===== src/rtl/lsu_arb_pkg.sv =====
// rtl/lsu_arb_pkg.sv - shared types and defaults for the dcache memory arbiter
package lsu_arb_pkg;

  // Requester identities, also stored in the read-response ID FIFO
  typedef enum logic [1:0] {
    REQ_WB = 2'd0,
    REQ_RF = 2'd1,
    REQ_UC = 2'd2
  } req_id_t;

  // Arbiter FSM: IDLE has no grant, HOLD presents the latched request
  typedef enum logic {
    ST_IDLE = 1'b0,
    ST_HOLD = 1'b1
  } arb_state_t;

  localparam int STARVE_LIMIT_DEF = 15;

endpackage


===== src/rtl/rd_id_fifo.sv =====
// rtl/rd_id_fifo.sv - in-order FIFO of requester IDs for outstanding reads
module rd_id_fifo
  import lsu_arb_pkg::*;
#(
  parameter int DEPTH = 4,
  localparam int AW = $clog2(DEPTH),
  localparam int CW = AW + 1
) (
  input  logic          clk,
  input  logic          resetn,
  input  logic          push,
  input  logic [1:0]    push_id,
  input  logic          pop,
  output logic [1:0]    head_id,
  output logic          full,
  output logic          empty,
  output logic [CW-1:0] count
);

  logic [1:0]    slots [DEPTH];
  logic [AW-1:0] wr_ptr;
  logic [AW-1:0] rd_ptr;
  logic          do_push;
  logic          do_pop;

  // A pop in the same cycle frees the slot, so a push is allowed even when full
  assign do_pop  = pop & ~empty;
  assign do_push = push & (~full | do_pop);
  assign full    = (count == CW'(DEPTH));
  assign empty   = (count == '0);
  assign head_id = slots[rd_ptr];

  // ID storage needs no reset; validity is tracked by count
  always_ff @(posedge clk) begin
    if (do_push) slots[wr_ptr] <= push_id;
  end

  // Pointers wrap naturally because DEPTH is a power of two
  always_ff @(posedge clk or negedge resetn) begin
    if (!resetn) begin
      wr_ptr <= '0;
      rd_ptr <= '0;
      count  <= '0;
    end else begin
      if (do_push) wr_ptr <= wr_ptr + AW'(1);
      if (do_pop)  rd_ptr <= rd_ptr + AW'(1);
      count <= count + CW'(do_push) - CW'(do_pop);
    end
  end

endmodule


===== src/rtl/dcache_mem_arbiter.sv =====
// rtl/dcache_mem_arbiter.sv - arbitrates writeback, refill and uncached requests onto one memory port
module dcache_mem_arbiter
  import lsu_arb_pkg::*;
#(
  parameter int OUTSTANDING  = 4,
  parameter int STARVE_LIMIT = STARVE_LIMIT_DEF
) (
  input  logic         clk,
  input  logic         resetn,
  input  logic         wb_valid,
  output logic         wb_ready,
  input  logic [31:0]  wb_addr,
  input  logic [127:0] wb_data,
  input  logic         rf_valid,
  output logic         rf_ready,
  input  logic [27:0]  rf_addr,
  input  logic         uc_valid,
  output logic         uc_ready,
  input  logic         uc_wen,
  input  logic [31:0]  uc_addr,
  input  logic [31:0]  uc_data,
  output logic         mem_valid,
  input  logic         mem_ready,
  output logic         mem_wen,
  output logic         mem_uncached,
  output logic [31:0]  mem_addr,
  output logic [127:0] mem_data,
  input  logic         mem_rvalid,
  output logic         mem_rready,
  input  logic [127:0] mem_rdata,
  output logic         rf_rvalid,
  output logic [127:0] rf_rdata,
  output logic         uc_rvalid,
  output logic [31:0]  uc_rdata,
  output logic         err
);

  localparam int CW = $clog2(OUTSTANDING) + 1;

  arb_state_t    state;
  arb_state_t    state_nx;
  req_id_t       gnt;
  req_id_t       win_id;
  logic          win_any;
  logic [3:0]    starve;
  logic [CW-1:0] rd_count;
  logic [1:0]    head_id;
  logic          fifo_full;
  logic          fifo_empty;
  logic          pop;
  logic          push;
  logic          rd_block;
  logic          rf_elig;
  logic          uc_elig;
  logic          uc_promo;

  assign pop        = mem_rvalid & ~fifo_empty;
  assign push       = mem_valid & mem_ready & ~mem_wen & (~fifo_full | pop);
  assign mem_rready = ~fifo_empty;

  // A response retiring this cycle frees a slot for a read granted in the same cycle
  assign rd_block = (rd_count == CW'(OUTSTANDING)) & ~pop;
  // Refill must wait for a pending writeback of the same line
  assign rf_elig  = rf_valid & ~rd_block & ~(wb_valid & (wb_addr[31:4] == rf_addr));
  assign uc_elig  = uc_valid & (uc_wen | ~rd_block);
  assign uc_promo = uc_elig & (starve == 4'(STARVE_LIMIT));

  // Fixed priority wb > rf > uc, overridden by a starved uc requester
  always_comb begin
    win_any = 1'b1;
    win_id  = REQ_WB;
    if (uc_promo)      win_id = REQ_UC;
    else if (wb_valid) win_id = REQ_WB;
    else if (rf_elig)  win_id = REQ_RF;
    else if (uc_elig)  win_id = REQ_UC;
    else               win_any = 1'b0;
  end

  // FSM state register
  always_ff @(posedge clk or negedge resetn) begin
    if (!resetn) state <= ST_IDLE;
    else         state <= state_nx;
  end

  // FSM next state and handshake outputs; readies only while the grant is held
  always_comb begin
    state_nx  = state;
    mem_valid = 1'b0;
    wb_ready  = 1'b0;
    rf_ready  = 1'b0;
    uc_ready  = 1'b0;
    case (state)
      ST_IDLE: begin
        if (win_any) state_nx = ST_HOLD;
      end
      ST_HOLD: begin
        mem_valid = 1'b1;
        wb_ready  = mem_ready & (gnt == REQ_WB);
        rf_ready  = mem_ready & (gnt == REQ_RF);
        uc_ready  = mem_ready & (gnt == REQ_UC);
        if (mem_ready) state_nx = ST_IDLE;
      end
      default: state_nx = ST_IDLE;
    endcase
  end

  // Latch the winning request in IDLE; it stays frozen throughout HOLD
  always_ff @(posedge clk or negedge resetn) begin
    if (!resetn) begin
      gnt          <= REQ_WB;
      mem_addr     <= '0;
      mem_data     <= '0;
      mem_wen      <= 1'b0;
      mem_uncached <= 1'b0;
    end else if (state == ST_IDLE && win_any) begin
      gnt <= win_id;
      case (win_id)
        REQ_WB: begin
          mem_addr     <= wb_addr;
          mem_data     <= wb_data;
          mem_wen      <= 1'b1;
          mem_uncached <= 1'b0;
        end
        REQ_RF: begin
          mem_addr     <= {rf_addr, 4'b0};
          mem_data     <= '0;
          mem_wen      <= 1'b0;
          mem_uncached <= 1'b0;
        end
        default: begin
          mem_addr     <= uc_addr;
          mem_data     <= {96'b0, uc_data};
          mem_wen      <= uc_wen;
          mem_uncached <= 1'b1;
        end
      endcase
    end
  end

  // Count IDLE cycles in which uc waits while another requester is granted
  always_ff @(posedge clk or negedge resetn) begin
    if (!resetn) begin
      starve <= '0;
    end else if (state == ST_IDLE && win_any) begin
      if (win_id == REQ_UC)
        starve <= '0;
      else if (uc_valid && starve != 4'(STARVE_LIMIT))
        starve <= starve + 4'd1;
    end
  end

  // Sticky error on a response nobody asked for
  always_ff @(posedge clk or negedge resetn) begin
    if (!resetn)                      err <= 1'b0;
    else if (mem_rvalid & fifo_empty) err <= 1'b1;
  end

  assign rf_rvalid = pop & (head_id == REQ_RF);
  assign uc_rvalid = pop & (head_id == REQ_UC);
  assign rf_rdata  = mem_rdata;
  assign uc_rdata  = mem_rdata[31:0];

  rd_id_fifo #(
    .DEPTH(OUTSTANDING)
  ) u_rd_id_fifo (
    .clk     (clk),
    .resetn  (resetn),
    .push    (push),
    .push_id (gnt),
    .pop     (pop),
    .head_id (head_id),
    .full    (fifo_full),
    .empty   (fifo_empty),
    .count   (rd_count)
  );

endmodule


===== config.mk =====
export PLATFORM = sky130hd
export DESIGN_NAME = dcache_mem_arbiter
export DESIGN_NICKNAME = d
export VERILOG_FILES = /design/src/rtl/lsu_arb_pkg.sv /design/src/rtl/rd_id_fifo.sv /design/src/rtl/dcache_mem_arbiter.sv
export SDC_FILE = /design/constraint.sdc
export NUM_CORES = 1
export LEC_CHECK = 0
export CAP_MARGIN = 25
export CORE_AREA = 2 2 276 278
export DETAILED_ROUTE_END_ITERATION = 12
export DIE_AREA = 0 0 278 280
export DONT_BUFFER_PORTS = 1
export GPL_ROUTABILITY_DRIVEN = 0
export PLACE_DENSITY = 0.3
export SYNTH_ARGS = -nofsm -noshare
export SYNTH_HDL_FRONTEND = slang
export SYNTH_SLANG_ARGS = --single-unit

===== constraint.sdc =====
create_clock -name clk -period 2.64 [get_ports clk]
set_input_delay 0.528 -clock clk [delete_from_list [all_inputs] [get_ports clk]]
set_output_delay 0.528 -clock clk [all_outputs]
set_load 0.01 [all_outputs]

==> reports/results.txt <==
Int Pwr = 5643 µW
CP required = 2.11 ns
CP arrival = 1.89 ns
Antenna Nets Post-Route = 0
worst-margin pin slew = 0.5544 ns
Pins Over Slew Limit = 0
Post-CTS Setup Repair Bufs = 0
Worst Path Max Fanout = 4
most common cell in the netlist = dfrtp_1
Layout Utilization = 13.10%
outcome = complete, but fails checks
switching power share of the total = 33.61%
grt ovf = 0
Max IR drop VDD = 0.3771 mV
Setup WS post-layout = 0.2192 ns
maximum clock path buffer count = 2
vias in the first global route = 5850
Yosys warning count = 0
Die X = 278 µm
Starting Density = 12.17%
flop-to-flop setup slack = 0.23 ns
DR WL/cell = 18.06 µm
period utilization = 91.70%
Mapped Nets = 1150
Worst-Skew Late Latency = 0.47 ns
Max Freq = 413.1 MHz
# IOs = 718
Worst path slowest cell = mux4_2
Avg Synthesized Cell Area = 12.14 µm²
FP Rows = 101
Mapped Cells = 754
Die Y = 280 µm
I/O Buffers = 0
CP peak stage delay = 0.58 ns
# diodes = 0
Post-synth EDFFs = 8
nets = 988
Top FF cell, synth = dfrtp_1
WHS = -0.2601 ns
Setup violations, final = 0
Post-route DRC = 0
vias post-DR = 5312
Bufs and invs on worst path = 1
final hold vios = 177
CTS Buf Count = 17
relative slew slack = 62.76%
max cap viols = 0
post-route cell area = 0.009851 mm²
CTS tree = yes
first-pass GRT wire length = 41230 µm
CTS sink cnt = 185
power per cell area = 862.9 mW/mm²
all-layer global routing usage = 7.259%
CP Capture Type = output port
Synth Cell Area = 0.009150 mm²
power share of the clock group = 31.8%
leak pwr = 0.004446 µW
Min-Delay Path Class = in2async
Clock Pin Slew Worst Setup and Hold Paths = 0.08 ns
FF-to-FF End = mem_data[45]
RSZ-0062 raised after global routing = false
Async S/R FF share, synth = 95.68%
failing checks = hold timing
htree depth = 4
top cell family by delay on the critical path = multiplexers
Final min period = 2.421 ns
full die area = 0.07784 mm²
worst r2r path cells = 6
Syn-to-layout area delta = 7.658%
Commonest cells post-synth = dfrtp_1 (177), buf_4 (172), a22o_1 (133)
Via density = 3.358
Netlist cell types = 43
initial antenna violation count = 0
placed cell areas = 0.009274 mm²
sequential share of power = 50.4%
area share of the largest cell type after synthesis = 48.41%
Core Box Area = 0.07519 mm²
post-synthesis register bit count = 185
Synth area leader = dfrtp_1
synth top area cells = dfrtp_1 (48%), buf_4 (14%), a22o_1 (13%)
critical path class = reg2out
share of post-route cells with drive strength above 1 = 15.56%
sw power = 2856 µW
drt initial violations = 219
Startpoint Class = flip-flop
setup TNS = 0 ns
ordered list of cells on the worst path = mux4_2 -> nor3b_2 -> buf_4
final wirelength = 28570 µm
Setup WS pre-CTS = 0.1836 ns
clock root buffer = clkbuf_16
DRT Pass-1 Iters = 4
HPWL after detailed placement = 20780 µm
worst flop-to-flop path startpoint = u_rd_id_fifo.count[1]
Seq/Total Area, Yosys = 51.03%
worst clock skew = 0.01819 ns
largest net degree at the start of global routing = 178
Comb pwr share = 17.7%
## timing repair
action,CTS,global route
endpoints found under the setup margin,1,0
resized for setup,1,0
endpoints found under the hold margin,177,177
## cell type report
cell class | count | area [µm²]
fill | 8413 | 65340
tap | 978 | 1224
clock inverter | 12 | 128.9
clock buffer | 19 | 442.9
sequential | 185 | 4671
multi-input combinational | 349 | 2984
timing repair buffer | 31 | 370.4
inverter | 8 | 30.03
## layer usage
metal / part of all wire [%] / global-route usage (%) / vias up
met5: 0 / 0 / -
met4: 2.7 / 3.562 / 0
met3: 10 / 3.672 / 46
met2: 50 / 11.85 / 348
met1: 37 / 7.756 / 2659
li1: - / - / 2259
## worst register-to-register path: cells and delay by family, from the launching register on
| kind | cells | cell delay (ns) |
|---|---|---|
| flip-flops | 1 | 0.43 |
| buffers and inverters | 2 | 0.51 |
| AND/OR/NAND/NOR | 1 | 0.63 |
| AO/OA/AOI/OAI | 3 | 0.77 |
## stage by stage
step                      std cells  total power, µW
after floorplan                 754             5562
after CTS                      1582             8741
final                          1582             8500
after detailed placement       1551             5904
after global routing           1582             9070
after global placement         1551             5892
## flip-flops by register name, summed over array words and instances, names as in the netlist
name                 cells
err                      1
gnt                      2
mem_addr                32
mem_data               128
mem_uncached             1
mem_wen                  1
starve                   4
state                    1
u_rd_id_fifo.count       3
u_rd_id_fifo.rd_ptr      2
u_rd_id_fifo.slots       8
u_rd_id_fifo.wr_ptr      2
## cells by family after synthesis
kind of cell,after synthesis,synth area share [%]
buffers and inverters,220,16.78
flip-flops,185,51.03
AND/OR/NAND/NOR,62,3.350
adder cells (fa/ha/maj),8,1.176
multiplexers,31,3.678
AO/OA/AOI/OAI,242,23.41
XOR/XNOR,6,0.5743
## how the worst max path moves through the flow
| stage | from | endpoint | slack, ns | cells past startpoint |
|---|---|---|---|---|
| 2_1_floorplan | u_rd_id_fifo.count[1] | u_rd_id_fifo.count[2] | 0.35 | 10 |
| 3_3_place_gp | mem_rvalid | mem_data[123] | 0.23 | 6 |
| 3_5_place_dp | mem_rvalid | mem_data[45] | 0.18 | 6 |
| 4_1_cts | u_rd_id_fifo.rd_ptr[0] | uc_rvalid | 0.11 | 3 |
| 5_1_grt | u_rd_id_fifo.rd_ptr[0] | uc_rvalid | 0.07 | 3 |
| 6_report | u_rd_id_fifo.rd_ptr[0] | uc_rvalid | 0.22 | 3 |
## power groups by stage
stage / logic, µW / registers [µW] / clock network [µW]
global placement: 1510 / 4380 / 0
floorplan: 1440 / 4120 / 0
finish: 1510 / 4290 / 2710
global route: 1700 / 4380 / 2990
detailed placement: 1560 / 4350 / 0
CTS: 1550 / 4310 / 2880
## cell usage in the layout, fill, tap and decap left out, types with 2 or more instances in the layout
cell type / n
nand2_1: 35
o21a_1: 2
buf_12: 11
mux4_2: 2
buf_4: 20
nand3_1: 2
a21oi_4: 2
o21ai_0: 2
nor3b_1: 3
a221oi_1: 8
dfrtp_1: 176
inv_8: 3
edfxtp_1: 8
xnor2_1: 6
nand2b_1: 2
nor3_1: 4
inv_1: 8
clkbuf_16: 17
mux2i_1: 28
a21o_1: 67
inv_6: 5
a221oi_2: 20
a22o_1: 133
ha_1: 7
and2_1: 4
nor2_1: 3
(Power assumes the default switching activity.)
